File: config.mk
export PLATFORM = sky130hd
export DESIGN_NAME = multicycle_control_fsm
export DESIGN_NICKNAME = d
export VERILOG_FILES = /design/src/rtl/multicycle_control_fsm.sv
export SDC_FILE = /design/constraint.sdc
export NUM_CORES = 1
export LEC_CHECK = 0
export ABC_AREA = 1
export ABC_CLOCK_PERIOD_IN_PS = 2700
export CORE_ASPECT_RATIO = 1.75
export CORE_MARGIN = 2
export CORE_UTILIZATION = 45
export CTS_CLUSTER_SIZE = 14
export DETAILED_ROUTE_END_ITERATION = 10
export HOLD_SLACK_MARGIN = 0.02
export MAX_ROUTING_LAYER = met4
export PLACE_DENSITY_LB_ADDON = 0.15
export SETUP_SLACK_MARGIN = 0.4
export SYNTH_ARGS = -nofsm -noshare
export SYNTH_HDL_FRONTEND = slang
export SYNTH_SLANG_ARGS = --single-unit
File: constraint.sdc
create_clock -name clk -period 2.7 [get_ports clk]
set_input_delay 0.405 -clock clk [delete_from_list [all_inputs] [get_ports clk]]
set_output_delay 0.405 -clock clk [all_outputs]
set_load 0.02 [all_outputs]
File: src/rtl/multicycle_control_fsm.sv
// Control sequencer for a multicycle MIPS datapath: per-state control decode,
// memory-ready stalls with timeout abort, and a retired-instruction counter.
module multicycle_control_fsm #(
  parameter int TIMEOUT_CYCLES = 16,
  parameter int CNT_WIDTH      = 32
) (
  input  logic                 clk,
  input  logic                 reset,
  input  logic [5:0]           OP,
  input  logic                 Zero,
  input  logic                 MemReady,
  output logic                 PCWrite,
  output logic                 PCWriteCondEQ,
  output logic                 PCWriteCondNE,
  output logic                 IorD,
  output logic                 MemRead,
  output logic                 MemWrite,
  output logic                 IRWrite,
  output logic                 MemtoReg,
  output logic                 RegDst,
  output logic                 RegWrite,
  output logic                 ALUSrcA,
  output logic [1:0]           ALUSrcB,
  output logic [3:0]           ALUOp,
  output logic [1:0]           PCSource,
  output logic                 IllegalOp,
  output logic                 MemError,
  output logic [CNT_WIDTH-1:0] InstrRetired
);

  localparam int WAIT_W = (TIMEOUT_CYCLES > 0) ? $clog2(TIMEOUT_CYCLES + 1) : 1;
  localparam logic [WAIT_W-1:0] TO_VAL = WAIT_W'(TIMEOUT_CYCLES);

  localparam logic [5:0] OP_R    = 6'b000000;
  localparam logic [5:0] OP_ADDI = 6'b001000;
  localparam logic [5:0] OP_ORI  = 6'b001101;
  localparam logic [5:0] OP_LW   = 6'b100011;
  localparam logic [5:0] OP_SW   = 6'b101011;
  localparam logic [5:0] OP_BEQ  = 6'b000100;
  localparam logic [5:0] OP_BNE  = 6'b000101;
  localparam logic [5:0] OP_J    = 6'b000010;

  typedef enum logic [3:0] {
    S_IDLE, S_FETCH, S_DECODE, S_MEM_ADDR, S_MEM_READ, S_MEM_WB, S_MEM_WRITE,
    S_R_EXEC, S_R_WB, S_I_EXEC, S_I_WB, S_BRANCH, S_JUMP
  } state_t;

  state_t                r_state;
  state_t                w_next;
  logic [WAIT_W-1:0]     r_wait;
  logic                  r_mem_error;
  logic [CNT_WIDTH-1:0]  r_retired;
  logic                  w_to_hit;
  logic                  w_stall;
  logic                  w_timeout;
  logic                  w_retire;
  logic                  w_unused_zero;

  // Zero is gated with PCWriteCondEQ/NE in the datapath, not consumed here.
  assign w_unused_zero = Zero;
  assign w_to_hit      = (TIMEOUT_CYCLES != 32'sd0) && (r_wait == TO_VAL);
  assign MemError      = r_mem_error;
  assign InstrRetired  = r_retired;

  // State register, stall counter, sticky error and retirement counter.
  always_ff @(posedge clk or negedge reset) begin
    if (!reset) begin
      r_state     <= S_IDLE;
      r_wait      <= {WAIT_W{1'b0}};
      r_mem_error <= 1'b0;
      r_retired   <= {CNT_WIDTH{1'b0}};
    end else begin
      r_state <= w_next;
      if (w_stall && (TIMEOUT_CYCLES != 32'sd0)) begin
        r_wait <= r_wait + WAIT_W'(1);
      end else begin
        r_wait <= {WAIT_W{1'b0}};
      end
      if (w_timeout) begin
        r_mem_error <= 1'b1;
      end
      if (w_retire) begin
        r_retired <= r_retired + CNT_WIDTH'(1);
      end
    end
  end

  // Next-state and control-word decode; every output defaults to 0.
  always_comb begin
    w_next        = r_state;
    w_stall       = 1'b0;
    w_timeout     = 1'b0;
    w_retire      = 1'b0;
    PCWrite       = 1'b0;
    PCWriteCondEQ = 1'b0;
    PCWriteCondNE = 1'b0;
    IorD          = 1'b0;
    MemRead       = 1'b0;
    MemWrite      = 1'b0;
    IRWrite       = 1'b0;
    MemtoReg      = 1'b0;
    RegDst        = 1'b0;
    RegWrite      = 1'b0;
    ALUSrcA       = 1'b0;
    ALUSrcB       = 2'b00;
    ALUOp         = 4'b0000;
    PCSource      = 2'b00;
    IllegalOp     = 1'b0;
    case (r_state)
      S_IDLE: begin
        w_next = S_FETCH;
      end
      S_FETCH: begin
        MemRead = 1'b1;
        ALUSrcB = 2'b01;
        if (MemReady) begin
          IRWrite = 1'b1;
          PCWrite = 1'b1;
          w_next  = S_DECODE;
        end else if (w_to_hit) begin
          MemRead   = 1'b0;
          w_timeout = 1'b1;
          w_next    = S_FETCH;
        end else begin
          w_stall = 1'b1;
          w_next  = S_FETCH;
        end
      end
      S_DECODE: begin
        ALUSrcB = 2'b11;
        case (OP)
          OP_R:           w_next = S_R_EXEC;
          OP_ADDI, OP_ORI: w_next = S_I_EXEC;
          OP_LW, OP_SW:   w_next = S_MEM_ADDR;
          OP_BEQ, OP_BNE: w_next = S_BRANCH;
          OP_J:           w_next = S_JUMP;
          default: begin
            IllegalOp = 1'b1;
            w_next    = S_FETCH;
          end
        endcase
      end
      S_MEM_ADDR: begin
        ALUSrcA = 1'b1;
        ALUSrcB = 2'b10;
        if (OP == OP_SW) begin
          w_next = S_MEM_WRITE;
        end else begin
          w_next = S_MEM_READ;
        end
      end
      S_MEM_READ: begin
        IorD    = 1'b1;
        MemRead = 1'b1;
        if (MemReady) begin
          w_next = S_MEM_WB;
        end else if (w_to_hit) begin
          MemRead   = 1'b0;
          w_timeout = 1'b1;
          w_next    = S_FETCH;
        end else begin
          w_stall = 1'b1;
        end
      end
      S_MEM_WB: begin
        MemtoReg = 1'b1;
        RegWrite = 1'b1;
        w_retire = 1'b1;
        w_next   = S_FETCH;
      end
      S_MEM_WRITE: begin
        IorD     = 1'b1;
        MemWrite = 1'b1;
        if (MemReady) begin
          w_retire = 1'b1;
          w_next   = S_FETCH;
        end else if (w_to_hit) begin
          MemWrite  = 1'b0;
          w_timeout = 1'b1;
          w_next    = S_FETCH;
        end else begin
          w_stall = 1'b1;
        end
      end
      S_R_EXEC: begin
        ALUSrcA = 1'b1;
        ALUOp   = 4'b0111;
        w_next  = S_R_WB;
      end
      S_R_WB: begin
        RegDst   = 1'b1;
        RegWrite = 1'b1;
        w_retire = 1'b1;
        w_next   = S_FETCH;
      end
      S_I_EXEC: begin
        ALUSrcA = 1'b1;
        ALUSrcB = 2'b10;
        if (OP == OP_ORI) begin
          ALUOp = 4'b0010;
        end else begin
          ALUOp = 4'b0000;
        end
        w_next = S_I_WB;
      end
      S_I_WB: begin
        RegWrite = 1'b1;
        w_retire = 1'b1;
        w_next   = S_FETCH;
      end
      S_BRANCH: begin
        ALUSrcA  = 1'b1;
        ALUOp    = 4'b0001;
        PCSource = 2'b01;
        if (OP == OP_BNE) begin
          PCWriteCondNE = 1'b1;
        end else begin
          PCWriteCondEQ = 1'b1;
        end
        w_retire = 1'b1;
        w_next   = S_FETCH;
      end
      S_JUMP: begin
        PCWrite  = 1'b1;
        PCSource = 2'b10;
        w_retire = 1'b1;
        w_next   = S_FETCH;
      end
      default: begin
        w_next = S_IDLE;
      end
    endcase
  end

endmodule

# After elaboration in Yosys (flattened, before gate mapping)
# Cells that the tools add are included.
# W data, S select, Z words.
# op_classes
n_eq_ne,20
shift,0
add_sub_neg,2
magnitude_cmp,0
multipliers,0
div,0
n_bitwise,0
mux,36
n_reduce_logical,14
# op_table
cell,n
$add A32 B1 Y32 const B,1
$pmux W4 S8,1
$mux W1,22
$eq A4 B4 Y1 const B,5
$pmux W4 S5,1
$eq A4 B3 Y1 const B,4
$eq A6 B3 Y1 const B,2
$eq A6 B4 Y1 const B,2
$eq A6 B6 Y1 const B,2
$mux W4,3
$reduce_or A2 Y1,6
$pmux W3 S3,1
$eq A4 B2 Y1 const B,2
$reduce_or A8 Y1,1
$eq A6 B2 Y1 const B,1
$logic_not A6 Y1,1
$mux W2,3
$pmux W2 S3,1
$reduce_or A3 Y1,2
$reduce_or A6 Y1,1
$add A5 B1 Y5 const B,1
$eq A5 B5 Y1 const B,1
$mux W5,1
$reduce_or A5 Y1,1
5 further kinds,6
# totals
latchBits,0
n_memories,0
reg_bits,42
rom_bits,0
wordCells,76
ramBits,0

# Logic depth before layout (Yosys ltp)
# logic_depth
depth_word,5
mapped_depth,10
depth_no_buf,10

# Worst setup path after synthesis
# Ideal clock, no wire load.
# synth_timing
kind,reg2out
from,register r_state[2]
to,output port IllegalOp
path_slack_ps,881
required_ps,2295
arrival_ps,1414
n_path_buf,0
path_stages_with_launch,6
path_cell_list,dfrtp_1 > nor2_1 > inv_1 > nor2_1 > inv_1 > nor3_1
# synth_via
elab_chain_len,2
# synth_rtl
element,line,text
from (decl),48,state_t r_state;
from (signal assigned),73,r_state <= w_next;
$eq A4 B2 Y1,109,case (r_state)
$mux W1,109,
to (decl),26,"output logic IllegalOp,"
# Every way passes these cells.

# Final worst setup path
# layout_timing
from,register r_state[0]
to,output port PCSource[1]
# layout_via
elab_chain_len,2
elab_cells_between_ends,3
# layout_rtl
element,line,text
$eq A4 B4 Y1,109,
$pmux W2 S2 *,109,
to (decl),25,"output logic [1:0] PCSource,"
# Every way passes the cells marked *; elsewhere a longest branch is shown, timed or not.

==> flow_metrics.env <==
export IMPL_seq_area_um2=1050
export IMPL_num_rows=38
export IMPL_start_util_pct=46.5
export IMPL_synth_edf_count=0
export IMPL_ys_warn_count=0
export IMPL_cts_resized=14
export IMPL_synth_fa_ha_area_share_pct=1.30
export IMPL_peakVddDrop_mv=0.559
export IMPL_synthesis_nets=460
export IMPL_power_density_nw_per_um2=594
export IMPL_slew_headroom_pct=36.9
export IMPL_synth_cell_types=28
export IMPL_fillers=637
export IMPL_endpoint_kind="output port"
export IMPL_die_area_um2=7120
export IMPL_die_x_um=64.6
export IMPL_netlist_instances=447
export IMPL_yosys_top_cells_count="nand2_1, nor2_1, inv_1"
export IMPL_period_share_pct=80.7
export IMPL_placed_cells=581
export IMPL_grt_overflow_total=0
export IMPL_arrival_ps=1770
export IMPL_seq_area_frac_synth_pct=36.3
export IMPL_ios=63
export IMPL_power_leakage_nw=1.71
export IMPL_netlist_area_leader_share_pct=36.3
export IMPL_syn_area_um2=2900
export IMPL_rsz0062_at_grt="false"
export IMPL_dieHeight_um=110
export IMPL_hold_violations=0
export IMPL_synth_top_cells_by_area="dfrtp_1, nand2_1, nor2_1"
export IMPL_antenna_found_initial=0
export IMPL_multiInputGateArea_um2=1580
export IMPL_port_buffers=60
export IMPL_num_vias=2930
export IMPL_cts_sinks=42
export IMPL_max_freq_mhz=459
export IMPL_yosys_area_share_simple_pct=45.3
export IMPL_yosys_register_bits=42
export IMPL_clk_pin_slew_ps=90
export IMPL_dp_final_hpwl_um=5710
export IMPL_dr_pass1_iters=4
export IMPL_grt_pass1_wl_um=12600
export IMPL_synth_compound_area_share_pct=4.36
export IMPL_ant_nets=0
export IMPL_post_cts_buffers=0
export IMPL_grt_max_degree=47
export IMPL_crit_required_ps=2300
export IMPL_yosysMostFrequentCell="nand2_1"
export IMPL_drive_gt1_share_pct=6.10
export IMPL_cts_buffers=5
export IMPL_n_antenna_cell=0
export IMPL_timing_final_max_slew_violations=0
export IMPL_ys_flop_type="dfrtp_1"
export IMPL_critPathLaunchType="flop"
export IMPL_fin_nets=521
export IMPL_hold_class="primary input to asynchronous set/reset pin"
export IMPL_drt_total_wl_um=7430
export IMPL_cts_buffer_depth=2
export IMPL_viasPerCell=4.98
export IMPL_cts_hold_buf=0
export IMPL_cts_htree_levels=2
export IMPL_critPathMaxFanout=6
export IMPL_area_delta_synth_final_pct=25.6
export IMPL_clkLatencyLatePin_ps=310
export IMPL_setup_tns_ps=0
export IMPL_skew_ps=10.9
export IMPL_yosysTopAreaCell="dfrtp_1"
export IMPL_grt_usage_pct=23.2
export IMPL_maxCapViolations=0
export IMPL_fin_cells=588
export IMPL_crit_type="flop to output port"
export IMPL_synth_xor_area_share_pct=3.28
export IMPL_drc_errors=0
export IMPL_core_um2=6230
export IMPL_status="finished, final reports clean"
export IMPL_finalSetupViolations=0
export IMPL_min_period_ps=2180
export IMPL_synthMuxAreaShare_pct=0
export IMPL_worst_slew_pin_slew_ps=946
export IMPL_post_drt_wl_per_cell_um=12.6
export IMPL_cts_root_buf="clkbuf_8"
export IMPL_gp_congestion=0.894
export IMPL_first_iter_violations=149
export IMPL_postSynthAreaPerCell_um2=6.48
export IMPL_grt_pass1_vias=2862
export IMPL_cts_tree="yes"
export IMPL_synth_top_family_by_area="simple AND/OR/NAND/NOR gates"
export IMPL_synth_async_sr_flop_share_pct=100
[cells in the final DEF (no fill, tap or decap), drive strengths merged, types with 3 or more instances in the layout]
cell	count
xor2	9
dfrtp	42
nor2	88
clkbuf	8
a21oi	4
clkdlybuf4s50	46
inv	56
ha	3
o21ai	17
nand2	168
nand4	13
dlygate4sd2	8
nand3	25
nand3b	8
[cell type report]
| type | count | area share (%) |
|---|---|---|
| multi-input cells | 343 | 43.5 |
| flip-flops and latches | 42 | 28.9 |
| repair buffers | 60 | 16.0 |
| inverters | 56 | 5.78 |
| well taps | 80 | 2.75 |
| clock buffers | 6 | 2.27 |
| clock inverters | 1 | 0.826 |
[state kept, by name (all words and copies together) (netlist names)]
signal,flops
MemError,1
InstrRetired,32
r_wait,5
r_state,4
[critical path, stage by stage (launching register included)]
cell and delay, ps:
dfrtp_2 460, inv_2 90, nand2_2 80, nor2_2 190, clkdlybuf4s50_1 650
[stage by stage]
| stage | util [%] | cell area (um2) | setup WS [ps] | hold slack [ps] | total power [W] |
|---|---|---|---|---|---|
| floorplan | - | 2900 | 881 | 109 | 0.00139 |
| global placement | 56.7 | 3530 | 183 | 445 | 0.00169 |
| detailed placement | 56.7 | 3530 | 193 | 452 | 0.00169 |
| CTS | 58.4 | 3640 | 405 | 276 | 0.00217 |
| global route | 58.4 | 3640 | 434 | 328 | 0.00230 |
| finish | 58.4 | 3640 | 522 | 223 | 0.00216 |
[power breakdown]
group	internal [W]	leakage (nW)	switching, W
Combinational	0.000287	1.08	0.000570
Clock	0.000296	0.0573	0.000222
Sequential	0.000693	0.575	0.0000918
[routing by layer]
layer / vias up / wire length [um] / GRT usage [%]
li1: 1506 / - / -
met1: 1342 / 2810 / 22.6
met2: 62 / 4060 / 43.9
met3: 20 / 311 / 4.37
met4: 0 / 244 / 10.8
met5: - / 0 / -
[kinds of logic after synthesis]
family / Yosys count
xor+xnor: 10
fa+ha+maj: 3
compound gates: 24
other cells: 1
simple gates: 305
flops: 42
buf+inv: 62
[final timing paths]
kind / cells after the start / startpoint / end / slack [ps]
max reg2reg: 8 / InstrRetired[0] / InstrRetired[24] / 820
min reg2reg: 1 / MemError / MemError / 470
max: 4 / r_state[0] / PCSource[1] / 520
min in group clk: 1 / MemError / MemError / 470
max in group asynchronous: 1 / reset / r_state[0] / 1810
min: 1 / reset / InstrRetired[3] / 220
Note: power is estimated with default switching activity, not from simulation.
